**src/rtl/ps2_pkg.sv**
```systemverilog
// ---------------------------------------------------------------------------
// ps2_pkg
//
// Shared definitions for the PS/2 scan-code receiver:
//   ps2_state_t    - frame deframer states (IDLE, DATA, PARITY, STOP)
//   PS2_BREAK      - key-release prefix byte (F0)
//   PS2_EXT        - extended-key prefix byte (E0)
//   odd_parity_ok  - frame parity check (data bits plus parity bit must hold
//                    an odd number of ones)
// ---------------------------------------------------------------------------
package ps2_pkg;

  typedef enum logic [1:0] {
    IDLE   = 2'd0,
    DATA   = 2'd1,
    PARITY = 2'd2,
    STOP   = 2'd3
  } ps2_state_t;

  localparam logic [7:0] PS2_BREAK = 8'hF0;
  localparam logic [7:0] PS2_EXT   = 8'hE0;

  // PS/2 uses odd parity across the eight data bits and the parity bit.
  function automatic logic odd_parity_ok(input logic [7:0] data_bits,
                                         input logic       parity_bit);
    return ^{data_bits, parity_bit};
  endfunction

endpackage

```
**src/rtl/ps2_sync_filter.sv**
```systemverilog
// ---------------------------------------------------------------------------
// ps2_sync_filter
//
// Brings the asynchronous PS/2 clock and data lines into the clk domain and
// reports falling edges of the PS/2 clock.
//
// Optional feature (macro PS2_GLITCH_FILTER_EN):
//   When defined, the synchronised kb_clk passes through a debounce filter
//   that only moves its output after FILTER_LEN consecutive identical
//   samples. kb_data is delayed by FILTER_LEN stages so the bit sampled on
//   the filtered edge is the same bit that was present on the raw edge.
//   When undefined, the synchronised kb_clk feeds the edge detector directly.
//
// Ports:
//   clk        in   system clock
//   rst        in   synchronous active-high reset
//   kb_clk     in   PS/2 clock (asynchronous)
//   kb_data    in   PS/2 data (asynchronous)
//   fall_edge  out  one-cycle strobe on a kb_clk falling edge
//   data_s     out  synchronised (and aligned) kb_data, valid with fall_edge
// ---------------------------------------------------------------------------
module ps2_sync_filter #(
  parameter int FILTER_LEN = 8
) (
  input  logic clk,
  input  logic rst,
  input  logic kb_clk,
  input  logic kb_data,
  output logic fall_edge,
  output logic data_s
);

  // Two-flop synchronisers; reset to 1 because an idle PS/2 bus is high.
  logic clk_s1_q,  clk_s1_d;
  logic clk_s2_q,  clk_s2_d;
  logic data_s1_q, data_s1_d;
  logic data_s2_q, data_s2_d;

  always_comb begin
    clk_s1_d  = kb_clk;
    clk_s2_d  = clk_s1_q;
    data_s1_d = kb_data;
    data_s2_d = data_s1_q;
  end

  always_ff @(posedge clk) begin
    if (rst) begin
      clk_s1_q  <= 1'b1;
      clk_s2_q  <= 1'b1;
      data_s1_q <= 1'b1;
      data_s2_q <= 1'b1;
    end else begin
      clk_s1_q  <= clk_s1_d;
      clk_s2_q  <= clk_s2_d;
      data_s1_q <= data_s1_d;
      data_s2_q <= data_s2_d;
    end
  end

  // Clock level seen by the edge detector, and the data bit aligned to it.
  logic clk_level;
  logic data_level;

`ifdef PS2_GLITCH_FILTER_EN
  localparam int CW = $clog2(FILTER_LEN + 1);

  logic [CW-1:0] filt_cnt_q, filt_cnt_d;
  logic          filt_q,     filt_d;

  // Count samples that disagree with the current output; any agreeing
  // sample restarts the count, so only an unbroken run of FILTER_LEN
  // samples moves the output.
  always_comb begin
    filt_cnt_d = filt_cnt_q;
    filt_d     = filt_q;
    if (clk_s2_q == filt_q) begin
      filt_cnt_d = '0;
    end else if (filt_cnt_q == CW'(FILTER_LEN - 1)) begin
      filt_cnt_d = '0;
      filt_d     = clk_s2_q;
    end else begin
      filt_cnt_d = filt_cnt_q + CW'(1);
    end
  end

  always_ff @(posedge clk) begin
    if (rst) begin
      filt_cnt_q <= '0;
      filt_q     <= 1'b1;
    end else begin
      filt_cnt_q <= filt_cnt_d;
      filt_q     <= filt_d;
    end
  end

  // Data delay line matching the filter latency.
  logic [FILTER_LEN-1:0] dly_q, dly_d;

  always_comb begin
    dly_d[0] = data_s2_q;
  end

  genvar gi;
  generate
    for (gi = 1; gi < FILTER_LEN; gi++) begin : g_dly
      always_comb begin
        dly_d[gi] = dly_q[gi-1];
      end
    end
  endgenerate

  always_ff @(posedge clk) begin
    if (rst) begin
      dly_q <= '1;
    end else begin
      dly_q <= dly_d;
    end
  end

  assign clk_level  = filt_q;
  assign data_level = dly_q[FILTER_LEN-1];
`else
  assign clk_level  = clk_s2_q;
  assign data_level = data_s2_q;
`endif

  // Edge detector: previous level 1, current level 0.
  logic clk_prev_q, clk_prev_d;

  always_comb begin
    clk_prev_d = clk_level;
  end

  always_ff @(posedge clk) begin
    if (rst) begin
      clk_prev_q <= 1'b1;
    end else begin
      clk_prev_q <= clk_prev_d;
    end
  end

  assign fall_edge = clk_prev_q & ~clk_level;
  assign data_s    = data_level;

endmodule

```
**src/rtl/ps2_scancode_rx.sv**
```systemverilog
// ---------------------------------------------------------------------------
// ps2_scancode_rx
//
// PS/2 receive front end. Deframes 11-bit PS/2 frames (start, 8 data bits
// LSB first, odd parity, stop), exports every good byte raw, and folds the
// E0/F0 prefixes into flags so downstream logic sees one code per key event.
//
// Parameters:
//   TIMEOUT_CYC  clk cycles without a kb_clk falling edge before a partial
//                frame is abandoned
//   FILTER_LEN   glitch filter length (only with PS2_GLITCH_FILTER_EN)
//
// Optional feature: define PS2_GLITCH_FILTER_EN to debounce kb_clk
// (implemented in ps2_sync_filter).
//
// Ports:
//   clk         in   system clock
//   rst         in   synchronous active-high reset
//   kb_clk      in   PS/2 clock (asynchronous)
//   kb_data     in   PS/2 data (asynchronous)
//   raw_byte    out  last good byte, prefixes included
//   raw_valid   out  one-cycle pulse with each raw_byte update
//   code        out  last non-prefix scan code
//   code_break  out  code was preceded by F0
//   code_ext    out  code was preceded by E0
//   code_valid  out  one-cycle pulse when code and flags update
//   parity_err  out  one-cycle pulse on a parity failure
//   frame_err   out  one-cycle pulse on a bad stop bit or a timeout
// ---------------------------------------------------------------------------
module ps2_scancode_rx
  import ps2_pkg::*;
#(
  parameter int TIMEOUT_CYC = 200000,
  parameter int FILTER_LEN  = 8
) (
  input  logic       clk,
  input  logic       rst,
  input  logic       kb_clk,
  input  logic       kb_data,
  output logic [7:0] raw_byte,
  output logic       raw_valid,
  output logic [7:0] code,
  output logic       code_break,
  output logic       code_ext,
  output logic       code_valid,
  output logic       parity_err,
  output logic       frame_err
);

  localparam int            TW       = $clog2(TIMEOUT_CYC);
  localparam logic [TW-1:0] TMO_LAST = TW'(TIMEOUT_CYC - 1);

  logic fall_edge;
  logic data_s;

  ps2_sync_filter #(
    .FILTER_LEN (FILTER_LEN)
  ) u_sync (
    .clk       (clk),
    .rst       (rst),
    .kb_clk    (kb_clk),
    .kb_data   (kb_data),
    .fall_edge (fall_edge),
    .data_s    (data_s)
  );

  ps2_state_t    state_q,        state_d;
  logic [2:0]    bit_cnt_q,      bit_cnt_d;
  logic [7:0]    shift_q,        shift_d;
  logic          parity_q,       parity_d;
  logic [TW-1:0] tmo_q,          tmo_d;
  logic          break_pend_q,   break_pend_d;
  logic          ext_pend_q,     ext_pend_d;

  logic [7:0]    raw_byte_q,     raw_byte_d;
  logic          raw_valid_q,    raw_valid_d;
  logic [7:0]    code_q,         code_d;
  logic          code_break_q,   code_break_d;
  logic          code_ext_q,     code_ext_d;
  logic          code_valid_q,   code_valid_d;
  logic          parity_err_q,   parity_err_d;
  logic          frame_err_q,    frame_err_d;

  always_comb begin
    state_d      = state_q;
    bit_cnt_d    = bit_cnt_q;
    shift_d      = shift_q;
    parity_d     = parity_q;
    tmo_d        = tmo_q;
    break_pend_d = break_pend_q;
    ext_pend_d   = ext_pend_q;
    raw_byte_d   = raw_byte_q;
    code_d       = code_q;
    code_break_d = code_break_q;
    code_ext_d   = code_ext_q;
    raw_valid_d  = 1'b0;
    code_valid_d = 1'b0;
    parity_err_d = 1'b0;
    frame_err_d  = 1'b0;

    unique case (state_q)
      IDLE: begin
        // A high bit while idle is not a start bit; ignore it silently.
        if (fall_edge && !data_s) begin
          state_d   = DATA;
          bit_cnt_d = 3'd0;
        end
      end

      DATA: begin
        if (fall_edge) begin
          // LSB arrives first, so shifting right leaves bit 0 in place
          // after the eighth bit.
          shift_d   = {data_s, shift_q[7:1]};
          bit_cnt_d = bit_cnt_q + 3'd1;
          if (bit_cnt_q == 3'd7) begin
            state_d = PARITY;
          end
        end
      end

      PARITY: begin
        if (fall_edge) begin
          parity_d = data_s;
          state_d  = STOP;
        end
      end

      STOP: begin
        if (fall_edge) begin
          state_d = IDLE;
          if (!data_s) begin
            frame_err_d  = 1'b1;
            break_pend_d = 1'b0;
            ext_pend_d   = 1'b0;
            shift_d      = '0;
          end else if (!odd_parity_ok(shift_q, parity_q)) begin
            parity_err_d = 1'b1;
            break_pend_d = 1'b0;
            ext_pend_d   = 1'b0;
            shift_d      = '0;
          end else begin
            raw_byte_d  = shift_q;
            raw_valid_d = 1'b1;
            if (shift_q == PS2_BREAK) begin
              break_pend_d = 1'b1;
            end else if (shift_q == PS2_EXT) begin
              ext_pend_d = 1'b1;
            end else begin
              code_d       = shift_q;
              code_break_d = break_pend_q;
              code_ext_d   = ext_pend_q;
              code_valid_d = 1'b1;
              break_pend_d = 1'b0;
              ext_pend_d   = 1'b0;
            end
          end
        end
      end

      default: begin
        state_d = IDLE;
      end
    endcase

    // Inter-edge watchdog for partial frames. An edge in the expiry cycle
    // counts as progress, so it is tested first.
    if (state_q == IDLE) begin
      tmo_d = '0;
    end else if (fall_edge) begin
      tmo_d = '0;
    end else if (tmo_q == TMO_LAST) begin
      tmo_d        = '0;
      state_d      = IDLE;
      frame_err_d  = 1'b1;
      break_pend_d = 1'b0;
      ext_pend_d   = 1'b0;
      shift_d      = '0;
    end else begin
      tmo_d = tmo_q + TW'(1);
    end
  end

  always_ff @(posedge clk) begin
    if (rst) begin
      state_q      <= IDLE;
      bit_cnt_q    <= '0;
      shift_q      <= '0;
      parity_q     <= 1'b0;
      tmo_q        <= '0;
      break_pend_q <= 1'b0;
      ext_pend_q   <= 1'b0;
      raw_byte_q   <= '0;
      raw_valid_q  <= 1'b0;
      code_q       <= '0;
      code_break_q <= 1'b0;
      code_ext_q   <= 1'b0;
      code_valid_q <= 1'b0;
      parity_err_q <= 1'b0;
      frame_err_q  <= 1'b0;
    end else begin
      state_q      <= state_d;
      bit_cnt_q    <= bit_cnt_d;
      shift_q      <= shift_d;
      parity_q     <= parity_d;
      tmo_q        <= tmo_d;
      break_pend_q <= break_pend_d;
      ext_pend_q   <= ext_pend_d;
      raw_byte_q   <= raw_byte_d;
      raw_valid_q  <= raw_valid_d;
      code_q       <= code_d;
      code_break_q <= code_break_d;
      code_ext_q   <= code_ext_d;
      code_valid_q <= code_valid_d;
      parity_err_q <= parity_err_d;
      frame_err_q  <= frame_err_d;
    end
  end

  assign raw_byte   = raw_byte_q;
  assign raw_valid  = raw_valid_q;
  assign code       = code_q;
  assign code_break = code_break_q;
  assign code_ext   = code_ext_q;
  assign code_valid = code_valid_q;
  assign parity_err = parity_err_q;
  assign frame_err  = frame_err_q;

endmodule

```
**config.mk**
```make
export PLATFORM = sky130hd
export DESIGN_NAME = ps2_scancode_rx
export DESIGN_NICKNAME = d
export VERILOG_FILES = /design/src/rtl/ps2_pkg.sv /design/src/rtl/ps2_sync_filter.sv /design/src/rtl/ps2_scancode_rx.sv
export SDC_FILE = /design/constraint.sdc
export NUM_CORES = 1
export LEC_CHECK = 0
export ABC_AREA = 1
export ABC_CLOCK_PERIOD_IN_PS = 1900
export BUFFER_PORTS_ARGS = -buffer_cell sky130_fd_sc_hd__clkbuf_2
export CAP_MARGIN = 20
export CORE_AREA = 8 8 85 87
export DETAILED_ROUTE_END_ITERATION = 6
export DIE_AREA = 0 0 93 95
export GPL_TIMING_DRIVEN = 0
export PLACE_DENSITY = 0.68
export SLEW_MARGIN = 20
export SYNTH_ARGS = -nofsm -noshare
export SYNTH_HDL_FRONTEND = slang
export SYNTH_SLANG_ARGS = --single-unit
```
**constraint.sdc**
```tcl
create_clock -name clk -period 1.9 [get_ports clk]
set_input_delay 0.38 -clock clk [delete_from_list [all_inputs] [get_ports clk]]
set_output_delay 0.38 -clock clk [all_outputs]
set_load 0.005 [all_outputs]
```
==> results_dict.tcl <==
set metrics [dict create \
    outcome "complete, but fails checks" \
    violations "negative setup slack" \
    fin_nets 427 \
    synth_edf_count 0 \
    fin_setup_tns_ns -0.3258 \
    min_period_ns 1.940 \
    yosysTopAreaCell "dfxtp_1" \
    cp_cell_sequence "nand2_1 -> nand2_2 -> xnor2_2 -> inv_1 -> nand2_1 -> nand2_1 -> ha_1 -> inv_2 -> nand2_4 -> nor2_8 -> buf_8 -> o21ai_2 -> a21oi_2" \
    cts_tree "built" \
    vias_per_cell 4.922 \
    multiInputGateArea_um2 1499 \
    drtIter0Drc 118 \
    drtPass1Iterations 5 \
    maxSlewViolCount 0 \
    synthTopCellsByCount "82 x nand2_1, 61 x dfxtp_1, 55 x nor2_1" \
    cts_root_buffer "clkbuf_8" \
    drive_above_1_share_pct 28.77 \
    core-area_um2 5816 \
    numCtsBuffers 9 \
    place_area_um2 3042 \
    p_leak_nw 1.414 \
    rsz0062_at_grt "true" \
    grt_pass1_wl_um 10440 \
    fin_crit_sh_pct 102.1 \
    avgSynthCellArea_um2 7.517 \
    synth-main-ff-cell "dfxtp_1" \
    antenna_left 0 \
    synthArstFlopShare_pct 0 \
    holdCritPathClass "in -> reg" \
    endpoint_kind "flop" \
    rows 28 \
    p_per_area_nw_per_um2 763.4 \
    dpl_worst_slack_ns -0.2637 \
    drt-wirelength-per-cell_um 12.64 \
    dp.cells 475 \
    grt_pass1_vias 2248 \
    critPathMaxFanout 6 \
    startpoint_type "flop" \
    synth_area_leaders "dfxtp_1 43%, nand2_1 11%, nor2_1 7.3%, inv_1 5.2%, a21oi_1 4.3%" \
    dieArea_um2 8835 \
    finalClockSkew_ns 0.008550 \
    grt_use_total_pct 15.09 \
    hold_viol 0 \
    peakVddDrop_mv 0.4834 \
    grt-ovfl-total 0 \
    cts.htree.levels 3 \
    max_freq_mhz 515.4 \
    maxCapViolations 0 \
    hold_buffers 0 \
    antenna_found_initial 0 \
    cp_slowest_cell "dfxtp_4" \
    regArea_um2 1237 \
    fill_cells 548 \
    n_antenna_cell 0 \
    yosysTopAreaCellShare_pct 43.32 \
    initial_core_util_pct 48.47 \
    dr_total_vias 2456 \
    yosysMostFrequentCell "nand2_1" \
    drcViolationCount 0 \
    die_y_um 95 \
    dpl.hpwl_um 4298 \
    critPathKind "reg -> reg" \
    synth_area_um2 2819 \
    worst_pin_slew_ns 0.5243 \
    instances_no_fill 499 \
    yosysUniqueCellTypes 32 \
    finalSetupViolCount 16 \
    cpPeakStageDelay_ns 0.37 \
    port_buffers 25 \
    drt_wl_total_um 6305 \
    cp.required_ns 2.18 \
    clock-sinks 61 \
    clk_pin_slew_ns 0.07 \
    cp_top_family "simple AND/OR/NAND/NOR gates" \
    layout_setup_ws_ns -0.04030 \
    total_power_mw 2.662 \
    critPathMostFrequentCell "nand2_1" \
    relSlewSlack_pct 65.04 \
    crit_buf_inv 3 \
    gp_congestion 0.8377 \
    syn_inst 375 \
    cts_buffer_depth 2 \
    syn-num-nets 383 \
    grt_max_degree 11 \
    cp.arrival_ns 2.22 \
    ios 26 \
    die_w_um 93 \
    final_area_um2 3487 \
    ys_ff_latch 61 \
    ys_seq_area_share_pct 43.32 \
    ys_warn_count 0 \
    insertion_delay_ns 0.34 \
    areaGrowthSynthToFinish_pct 23.70 \
]
-- state kept, by name, indices dropped and copies added (netlist names), 2 cells and up --
signal / flops
raw_byte: 8
code: 8
state_q: 2
shift_q: 8
tmo_q: 18
bit_cnt_q: 3
-- area by class of cell --
class | instances | share of cell area [%]
Multi-Input combinational cell | 263 | 42.99
Sequential cell | 61 | 35.49
Timing Repair Buffer | 33 | 5.920
Inverter | 44 | 5.023
Clock buffer | 12 | 4.449
Tap cell | 75 | 2.691
Clock inverter | 4 | 2.009
Buffer | 7 | 1.435
-- worst paths after layout --
| kind | slack [ns] | startpoint | cells past startpoint | to |
|---|---|---|---|---|
| worst max-delay path | -0.04 | shift_q[5] | 13 | raw_byte[6] |
| worst min register to register | 0.41 | u_sync.clk_s1_q | 1 | u_sync.clk_level |
| worst max register to register | -0.04 | shift_q[5] | 13 | raw_byte[6] |
| worst min-delay path | 0.22 | kb_clk | 2 | u_sync.clk_s1_q |
-- stage by stage --
stage	util (%)	hold slack, ns
6_report	59.96	0.2204
5_1_grt	59.96	0.2185
4_1_cts	57.75	0.2081
3_5_place_dp	52.30	0.3983
3_3_place_gp	52.30	0.3921
2_1_floorplan	-	0.3895
-- cell families (layout without fill, tap and decap cells) --
group | Yosys count | after routing | synth area share, %
xor gates and xnor gates | 13 | 13 | 4.039
and+or+nand+nor | 188 | 188 | 31.43
adders and majority gates | 4 | 4 | 1.775
buffers and inverters | 51 | 100 | 7.501
DFF | 61 | 61 | 43.32
AOI/OAI and AO/OA | 58 | 58 | 11.94
-- cell usage in the layout, fill, tap and decap left out, drive strengths merged, types with 6 or more instances in the layout --
cell    netlist  layout
a21oi        29      29
buf           4      11
clkbuf        3      41
dfxtp        61      61
inv          44      44
nand2        90      90
nand3        22      22
nor2         61      61
o21ai        27      27
xnor2         7       7
xor2          6       6
-- worst reg2reg max path: stages, from the launching register on --
cell and delay (ns):
dfxtp_4 0.37, nand2_1 0.10, nand2_2 0.08, xnor2_2 0.16, inv_1 0.05, nand2_1 0.05
nand2_1 0.05, ha_1 0.28, inv_2 0.09, nand2_4 0.08, nor2_8 0.23, buf_8 0.17
o21ai_2 0.06, a21oi_2 0.11
-- timing repair --
| action | in CTS | in global routing |
|---|---|---|
| setup endpoints to repair | 27 | 27 |
| resized for setup | 22 | 26 |
| buffers inserted | 4 | 3 |
| cloned | 0 | 1 |
| pin swaps | 13 | 20 |
-- metal layers --
metal  vias up  track usage [%]  wire (µm)
met1      1127            18.30       3062
met4         0            8.054        108
li1       1279                -          -
met2        40            23.25       2852
met3        10            5.000        282
met5         -                0          0
-- where the power goes --
group          total (mW)  internal (mW)  switching, mW
Sequential           1.28           1.28        0.00414
Clock                1.32          0.806          0.516
Combinational      0.0566         0.0166         0.0400
Total                2.66           2.10          0.560
No activity file was read; power rests on OpenSTA's default activity.
